**config.mk**
```make
export PLATFORM = sky130hd
export DESIGN_NAME = rf_alu_datapath
export DESIGN_NICKNAME = d
export VERILOG_FILES = /design/src/rtl/rf_alu_datapath.sv
export SDC_FILE = /design/constraint.sdc
export NUM_CORES = 1
export LEC_CHECK = 0
export ABC_CLOCK_PERIOD_IN_PS = 10700
export CAP_MARGIN = 20
export CELL_PAD_IN_SITES_DETAIL_PLACEMENT = 0
export CELL_PAD_IN_SITES_GLOBAL_PLACEMENT = 2
export CORE_MARGIN = 10
export CORE_UTILIZATION = 44
export DETAILED_ROUTE_END_ITERATION = 10
export GPL_TIMING_DRIVEN = 0
export HOLD_SLACK_MARGIN = 0.1
export PLACE_DENSITY_LB_ADDON = 0.1
export SYNTH_ARGS = -nofsm -noshare
export SYNTH_HDL_FRONTEND = slang
export SYNTH_SLANG_ARGS = --single-unit
```
**constraint.sdc**
```tcl
create_clock -name clk -period 10.7 [get_ports clk]
set_input_delay 2.675 -clock clk [delete_from_list [all_inputs] [get_ports clk]]
set_output_delay 2.675 -clock clk [all_outputs]
set_load 0.02 [all_outputs]
```
**src/rtl/rf_alu_datapath.sv**
```systemverilog
// Register file + ALU datapath that executes one control word per clk cycle.
// Latency: reads/ALU/aBTb combinational; register write and outPort load one cycle.
// Backpressure: none; every control word is consumed in the cycle it is presented.
//
// Ports:
//   clk, reset                     clock and synchronous active-high reset
//   RFSrcMuxSel                    write data select: 0 = ALU result, 1 = constant 1
//   readAddr1/readAddr2/writeAddr  register file addresses (R0 reads as zero)
//   writeEn, outBuf                register write enable, output buffer load enable
//   aluOP                          ALU operation select
//   aBTb                           RData1 > RData2 (unsigned), combinational
//   outPort, outValid              registered output buffer and its one-cycle valid pulse
module rf_alu_datapath #(
    parameter int DATA_WIDTH = 8,
    parameter int RF_DEPTH   = 8
) (
    input  logic                  clk,
    input  logic                  reset,
    input  logic                  RFSrcMuxSel,
    input  logic [2:0]            readAddr1,
    input  logic [2:0]            readAddr2,
    input  logic [2:0]            writeAddr,
    input  logic                  writeEn,
    input  logic                  outBuf,
    input  logic [2:0]            aluOP,
    output logic                  aBTb,
    output logic [DATA_WIDTH-1:0] outPort,
    output logic                  outValid
);

    typedef enum logic [2:0] {
        ALU_ADD  = 3'b000,
        ALU_SUB  = 3'b001,
        ALU_AND  = 3'b010,
        ALU_OR   = 3'b011,
        ALU_XOR  = 3'b100,
        ALU_NOT  = 3'b101,
        ALU_SHL  = 3'b110,
        ALU_PASS = 3'b111
    } alu_op_t;

    logic [DATA_WIDTH-1:0] regs [RF_DEPTH];
    logic [DATA_WIDTH-1:0] rdata1;
    logic [DATA_WIDTH-1:0] rdata2;
    logic [DATA_WIDTH-1:0] alu_result;
    logic [DATA_WIDTH-1:0] wdata;
    alu_op_t               op;

    // R0 is forced to zero on the read side, so its storage is never written.
    assign rdata1 = (readAddr1 == 3'd0) ? '0 : regs[readAddr1];
    assign rdata2 = (readAddr2 == 3'd0) ? '0 : regs[readAddr2];

    assign aBTb = (rdata1 > rdata2);

    assign op = alu_op_t'(aluOP);

    always_comb begin
        alu_result = '0;
        case (op)
            ALU_ADD:  alu_result = rdata1 + rdata2;
            ALU_SUB:  alu_result = rdata1 - rdata2;
            ALU_AND:  alu_result = rdata1 & rdata2;
            ALU_OR:   alu_result = rdata1 | rdata2;
            ALU_XOR:  alu_result = rdata1 ^ rdata2;
            ALU_NOT:  alu_result = ~rdata1;
            ALU_SHL:  alu_result = {rdata1[DATA_WIDTH-2:0], 1'b0};
            ALU_PASS: alu_result = rdata1;
            default:  alu_result = '0;
        endcase
    end

    assign wdata = RFSrcMuxSel ? {{(DATA_WIDTH-1){1'b0}}, 1'b1} : alu_result;

    // No write bypass: a same-cycle read of writeAddr sees the old contents.
    always_ff @(posedge clk) begin
        if (reset) begin
            for (int i = 0; i < RF_DEPTH; i++) begin
                regs[i] <= '0;
            end
        end else if (writeEn && (writeAddr != 3'd0)) begin
            regs[writeAddr] <= wdata;
        end
    end

    // outPort captures pre-write RData1 because rdata1 is sampled at the same edge.
    always_ff @(posedge clk) begin
        if (reset) begin
            outPort  <= '0;
            outValid <= 1'b0;
        end else begin
            outValid <= outBuf;
            if (outBuf) begin
                outPort <= rdata1;
            end
        end
    end

endmodule
```
After elaboration in Yosys (flattened, before gate mapping)
Memory sizes are Yosys's and may differ from the RTL's.
Index checks and enable logic that the tools add are counted.
Widths: inputs -> output; s select.
{"block": "totals", "ff_bits": 9, "mem_bits_rw": 64, "inputBits": 17, "output_inout_bits": 10, "wordCells": 35, "n_memories": 1}
{"block": "op_classes", "add_sub_neg": 2, "order_cmp": 1, "eq_ne": 7, "n_mux": 12, "bitwise": 4, "reduce_logical": 6}
{"memory": "regs", "words": 8, "word_bits": 8, "rd": 2, "rd_clocked_by_memory_dff": 0, "wr": 8, "line": "42", "source": "logic [DATA_WIDTH-1:0] regs [RF_DEPTH];"}
{"operator": "$pmux 8 s8", "count": 1}
{"operator": "$mux 8", "count": 4}
{"operator": "$eq 3x3->1 const B", "count": 4}
{"operator": "$logic_not 3->1", "count": 3}
{"operator": "$add 8x8->8", "count": 1}
{"operator": "$and 8x8->8", "count": 1}
{"operator": "$gt 8x8->1", "count": 1}
{"operator": "$not 8->8", "count": 1}
{"operator": "$or 8x8->8", "count": 1}
{"operator": "$reduce_or 8->1", "count": 1}
{"operator": "$sub 8x8->8", "count": 1}
{"operator": "$xor 8x8->8", "count": 1}
{"operator": "$eq 3x2->1 const B", "count": 2}
{"operator": "$mux 1", "count": 6}
{"operator": "$eq 3x1->1 const B", "count": 1}
{"operator": "$mux 3", "count": 1}
{"operator": "$reduce_bool 3->1", "count": 1}
{"operator": "$logic_and 1x1->1", "count": 1}

Logic depth before layout (Yosys ltp)
Gate-level depths: netlist of the first run.
{"block": "depth", "ltp_word": 7, "mapped_depth": 16, "depth_no_buf": 14}

Worst setup path before layout of the first run
OpenSTA, ideal clock, no wires.
{"block": "synth_timing", "path_type": "input to output", "from": "input readAddr2[1]", "to": "output aBTb", "arrival_ns": 5.458, "required_time_ns": 8.025, "path_slack_ns": 2.567, "cell_stages": 13, "path_buffers": 2, "cell_sequence": "clkbuf_1 clkbuf_1 a21oi_1 a221o_1 inv_1 ha_1 inv_1 fa_1 a211oi_1 o21bai_1 a21oi_1 o21ai_0 o311a_1"}
{"block": "synth_between", "elab_chain_cells": 3, "elab_cells_between_ends": 4, "cone_classes": "1 x order compare; 1 x mux; 1 x reduce/logical; 1 x memory"}
{"element": "start, declared", "line": "21", "source": "input logic [2:0] readAddr2,"}
{"element": "$mem_v2 8x8 / $logic_not 3->1 (equally long branches)"}
{"element": "$mux 8 *", "line": "51", "source": "assign rdata2 = (readAddr2 == 3'd0) ? '0 : regs[readAddr2];"}
{"element": "$gt 8x8->1 *", "line": "53", "source": "assign aBTb = (rdata1 > rdata2);"}
{"element": "end, declared", "line": "26", "source": "output logic aBTb,"}
Every way passes the cells marked *; elsewhere a longest branch is shown, timed or not.

Worst setup path after layout of the first run
Same ends and word-level chain as after synthesis.

==> results of run 1 <==
[layout make-up]
class	instances	share of cell area, %
multi-input cells	366	47.9
flip-flops and latches	73	35.8
clock buffers	9	3.83
repair buffers	22	3.75
well taps	143	3.04
plain buffers	28	2.43
inverters	28	1.79
clock inverters	6	1.53
[stage by stage]
| stage | power (mW) | worst slack, ps |
|---|---|---|
| after floorplan | 0.496 | 2570 |
| after CTS | 0.884 | 1230 |
| after detailed placement | 0.560 | 1250 |
| after global placement | 0.559 | 1250 |
| final | 0.882 | 1210 |
| after global routing | 0.919 | 1000 |
[power groups by stage]
stage               sequential [mW]  combinational, mW  clock (mW)
finish                        0.332              0.224       0.326
global route                  0.334              0.245       0.340
CTS                           0.332              0.224       0.328
detailed placement            0.338              0.222           0
global placement              0.338              0.222           0
floorplan                     0.338              0.158           0
[critical path, stage by stage]
cell             delay [ps]
clkbuf_1                320
clkbuf_1                600
a21oi_1                 430
a221o_1                 450
inv_1                    90
ha_1                    170
inv_1                    60
fa_1                    500
a211oi_1                330
o21bai_1                150
a21oi_1                 240
o21ai_0                 110
o311a_1                 120
clkdlybuf4s50_1         540
[cell usage after synthesis, drive strengths merged (9+ instances only)]
| cell type | number |
|---|---|
| clkbuf | 16 |
| nor2b | 16 |
| mux2 | 10 |
| edfxtp | 64 |
| nor3 | 25 |
| inv | 28 |
| buf | 12 |
| a211oi | 9 |
| nor2 | 63 |
| o21ai | 25 |
| dfxtp | 9 |
| mux2i | 25 |
| a21oi | 19 |
| ha | 24 |
| mux4 | 13 |
| a221oi | 10 |
| a221o | 9 |
| nand2 | 24 |
| xnor2 | 13 |
| o21bai | 10 |
[routing by layer]
metal,track usage [%],part of all wire [%]
met5,0,0
met4,4.44,1.4
met3,3.02,6.8
met2,28.5,47
met1,24.9,45
[registers in the layout, summed over array words and instances, names as in the netlist]
name	flops
outPort	8
regs	64
outValid	1
[kinds of logic after synthesis]
kind of cell | Yosys count | share of synthesized area [%]
AO/OA/AOI/OAI | 108 | 17.0
XOR/XNOR | 14 | 2.53
adder cells (fa/ha/maj) | 26 | 6.62
buffers and inverters | 56 | 4.82
flip-flops | 73 | 40.9
multiplexers | 48 | 12.8
other | 1 | 0.0730
AND/OR/NAND/NOR | 162 | 15.2
[worst max path at each step]
stage                       to  slack [ps]  cells past startpoint
after floorplan           aBTb        2570                     13
after global routing      aBTb        1000                     14
final                     aBTb        1210                     14
after global placement    aBTb        1250                     14
after detailed placement  aBTb        1250                     14
after CTS                 aBTb        1230                     14
==> impl_metrics.tcl, run 1 <==
set metrics [dict create \
    grt_pass1_wl_mm 22.6 \
    setup_viol 0 \
    yosysWarnings 0 \
    period_share_pct 88.7 \
    routed_via_density 5.97 \
    whs_ps 488 \
    dieHeight_um 128 \
    power_frac_comb_pct 25.3 \
    die_x_um 128 \
    ys_seq_elements 73 \
    synth_enable_flop_cells 64 \
    utilization_pct 51.5 \
    floorplan.initialDensity_pct 45.0 \
    port_buffers 22 \
    status "finished clean" \
    htree_levels 3 \
    path_clk_slew_ps 60 \
    hp-start "outPort[4]" \
    num_rows 39 \
    grt_max_degree 14 \
    drt_pass1_iterations 5 \
    overflow 0 \
    reg2reg_to "regs[6][6]" \
    yosysTopAreaCell "edfxtp_1" \
    clockBufferDepth 2 \
    ant_nets 0 \
    gp_congestion 0.853 \
    power_frac_clock_pct 37.0 \
    route.detailed.drc 0 \
    setup_tns_ps 0 \
    fin_skew_ps 6.42 \
    die_area_um2 16400 \
    layoutNonFillerInstCount 675 \
    rsz0062_at_grt "no" \
    cp.arrival_ps 6820 \
    post_dp_cell_area_um2 5560 \
    postCtsHoldBufs 0 \
    yosysTopAreaCellShare_pct 37.4 \
    netlist_top_cells_area "edfxtp_1 (37%), ha_1 (5.8%), mux4_2 (5.7%)" \
    numClockSinks 73 \
    drt-total-wl_mm 14.4 \
    worst-setup-path-type "in -> out" \
    nets 571 \
    power.density_nw_per_um2 150 \
    grt.total_usage_pct 18.0 \
    dpl.hpwl_mm 11.1 \
    multi_input_area_um2 2820 \
    whs_path_depth 2 \
    switching_share_pct 30.1 \
    p_sw_mw 0.265 \
    ys_async_sr_fraction_pct 0 \
    crit_path_end_kind "primary output" \
    core-area_um2 11400 \
    crit_required_ps 8030 \
    reg2reg_slack_ps 7030 \
    fill_cells 1062 \
    finalInstanceArea_um2 5880 \
    cts_resized 0 \
    synth_seq_area_share_pct 40.9 \
    io-pin-count 27 \
    syn_area_um2 5140 \
    synthToLayoutAreaGrowth_pct 14.4 \
    cts_root_buffer "clkbuf_16" \
    maxCapViolCount 0 \
    drt_iter0_drc 376 \
    min_to "outPort[4]" \
    antenna_cells 0 \
    ys_types 65 \
    vdd_drop_max_v 0.0000936 \
    layout_commonest_cell "edfxtp_1" \
    insertion_delay_ps 340 \
    min_path_type "reg -> reg" \
    crit_path_start_kind "input pin" \
    syn_avg_cell_area_um2 10.5 \
    grt_antenna_before_repair 0 \
    vias 4029 \
    ys.flop_type "edfxtp_1" \
    syn_inst 488 \
    ff2ff_path_depth 12 \
    layout_common_cells "edfxtp_1 (64), nor2_1 (62), inv_1 (27)" \
    cts_made_buffers 9 \
    min_period_ps 9490 \
    max_freq_mhz 105 \
    tightest_slew_ps 1040 \
    crit_path_max_fanout 10 \
    p_leak_nw 2.24 \
    hold_viol_final 0 \
    slew-limit-headroom_pct 30.1 \
    regToRegStartpoint "regs[7][0]" \
    p_int_mw 0.617 \
    cts_tree "built" \
    postCtsSetupRepairBufs 0 \
    slew_viol_final 0 \
    startpoint "readAddr2[1]" \
    regArea_um2 2100 \
    dpl.cell_count 660 \
    routedWlPerCell_um 21.3 \
    p_seq_share_pct 37.7 \
    first_global_vias 3985 \
    drive_gt1_share_pct 11.8 \
]
Power figures use the tool's default switching activity.
==> inputs of run 2 (changes only) <==
- CAP_MARGIN: 20 -> 10
- CTS_CLUSTER_DIAMETER: unset -> 80
==> results of run 2 <==
No change in the layout: final DEF, timing and power equal those of run 1.
==> inputs of run 3 (changes only) <==
- CORE_UTILIZATION: 44 -> 40
- RECOVER_POWER: unset -> 50
==> impl_metrics.tcl, run 3 (same netlist as run 1, synthesis figures left out) <==
set metrics [dict create \
    setup_viol 0 \
    io-pin-count 27 \
    crit_path_end_kind "primary output" \
    overflow 0 \
    path_clk_slew_ps 60 \
    maxCapViolCount 0 \
    power.density_nw_per_um2 148 \
    clockBufferDepth 2 \
    reg2reg_slack_ps 6770 \
    tightest_slew_ps 1150 \
    p_leak_nw 2.24 \
    dieHeight_um 133 \
    setup_tns_ps 0 \
    reg2reg_to "regs[6][7]" \
    crit_path_frequent_cell "clkbuf_1" \
    cp.arrival_ps 7180 \
    drt_pass1_iterations 5 \
    fin_skew_ps 9.65 \
    max_freq_mhz 101 \
    die_x_um 133 \
    insertion_delay_ps 340 \
    antenna_cells 0 \
    slew-limit-headroom_pct 23.3 \
    grt_pass1_wl_mm 23.0 \
    largest_reg_flops 64 \
    min_path_type "reg -> reg" \
    gp_congestion 0.851 \
    max_stage_delay_ps 630 \
    port_buffers 22 \
    layout_common_cells "edfxtp_1 (64), nor2_1 (63), inv_1 (27)" \
    fill_cells 1209 \
    grt_antenna_before_repair 0 \
    cts_root_buffer "clkbuf_16" \
    period_share_pct 92.1 \
    floorplan.initialDensity_pct 40.7 \
    crit_path_top_delay_cell "mux4_2" \
    cts_made_buffers 9 \
    crit_required_ps 8030 \
    core-area_um2 12600 \
    cts_tree "built" \
    crit_path_start_kind "input pin" \
    numClockSinks 73 \
    vdd_drop_max_v 0.000106 \
    hold_viol_final 0 \
    status "finished clean" \
    routed_via_density 5.72 \
    drt_iter0_drc 330 \
    min_to "outPort[6]" \
    num_rows 41 \
    grt.total_usage_pct 16.6 \
    htree_levels 3 \
    cts_resized 0 \
    worst-path-buf-inv 6 \
    top_regs "regs x64, outPort x8, outValid x1" \
    die_area_um2 17800 \
    whs_path_depth 2 \
    ant_nets 0 \
    route.detailed.drc 0 \
    slew_viol_final 0 \
    dpl.cell_count 689 \
    dpl.hpwl_mm 11.5 \
    cp_cell_sequence "dlygate4sd3_1 > clkbuf_1 > clkbuf_1 > nand2_1 > mux4_2 > inv_1 > ha_1 > clkbuf_1 > o21ai_0 > o21bai_1 > a21oi_1 > o21ai_0 > o311a_1 > clkdlybuf4s50_1" \
    routedWlPerCell_um 20.8 \
    utilization_pct 46.6 \
    layoutNonFillerInstCount 705 \
    largest_register "regs" \
    vias 4032 \
    grt_max_degree 16 \
    pre_cts_ws_ps 1330 \
    worst-setup-path-type "in -> out" \
    setup_ws_ps 846 \
    drive_gt1_share_pct 11.1 \
    nets 571 \
    postCtsSetupRepairBufs 0 \
    layout_commonest_cell "edfxtp_1" \
    first_global_vias 4099 \
    min_period_ps 9850 \
    hp-start "outPort[6]" \
    ff2ff_path_depth 10 \
    rsz0062_at_grt "no" \
    synthToLayoutAreaGrowth_pct 14.3 \
    postCtsHoldBufs 0 \
    drt-total-wl_mm 14.6 \
    regToRegStartpoint "regs[4][5]" \
    crit_path_max_fanout 10 \
    critPathTopFamily "buffers and inverters" \
]
## run 3: cell types whose count changed in the layout (fill, tap and decap cells not counted), sizes merged
cell,previous run,this run
inv,30,32
buf,12,9
bufinv,2,1
clkinvlp,1,2
clkdlybuf4s50,22,10
clkinv,1,0
dlygate4sd3,0,12
clkbuf,25,28
## run 3: worst register-to-register path: stages (launching register included)
cell and delay (ps):
edfxtp_1 400, mux2_2 270, a221oi_1 960, inv_1 180, ha_1 430, inv_1 180
o21bai_1 100, a211oi_1 360, xor2_1 180, a221oi_4 480, nor3_1 110
## run 3: layer usage
layer / GRT usage [%] / vias up / wire (µm)
met5: 0 / - / 0
met4: 3.69 / 0 / 142
met3: 2.78 / 10 / 636
met2: 27.0 / 95 / 7010
met1: 22.7 / 2040 / 6850
li1: - / 1887 / -
## run 3: layout make-up
class	count	area (µm²)	area share, %
plain buffers	28	128	2.17
repair buffers	22	220	3.75
inverters	28	105	1.79
multi-input cells	366	2800	47.6
clock buffers	9	225	3.83
well taps	172	215	3.66
clock inverters	7	85.1	1.45
flip-flops and latches	73	2100	35.8
## run 3: worst max-delay path by stage
stage	startpoint	end	slack (ps)	cells after the start
after global placement	readAddr2[1]	aBTb	1290	14
after global routing	readAddr1[1]	aBTb	610	14
after floorplan	readAddr2[1]	aBTb	2570	13
after detailed placement	readAddr2[1]	aBTb	1330	14
after CTS	readAddr2[1]	aBTb	1300	14
final	readAddr1[1]	aBTb	850	14
## run 3: stage by stage
step                      cell area, µm²  power [mW]  hold slack [ps]
after floorplan                     5160       0.496              556
after global placement              5600       0.562              478
after detailed placement            5600       0.564              479
after CTS                           5910       0.877              490
after global routing                5880       0.908              511
final                               5880       0.869              484
## run 3: where the power goes
part	leakage [nW]	switching (mW)	total [mW]	internal [mW]
clock	0.146	0.129	0.315	0.185
sequential	0.735	0.00686	0.332	0.325
combinational	1.36	0.137	0.222	0.0854
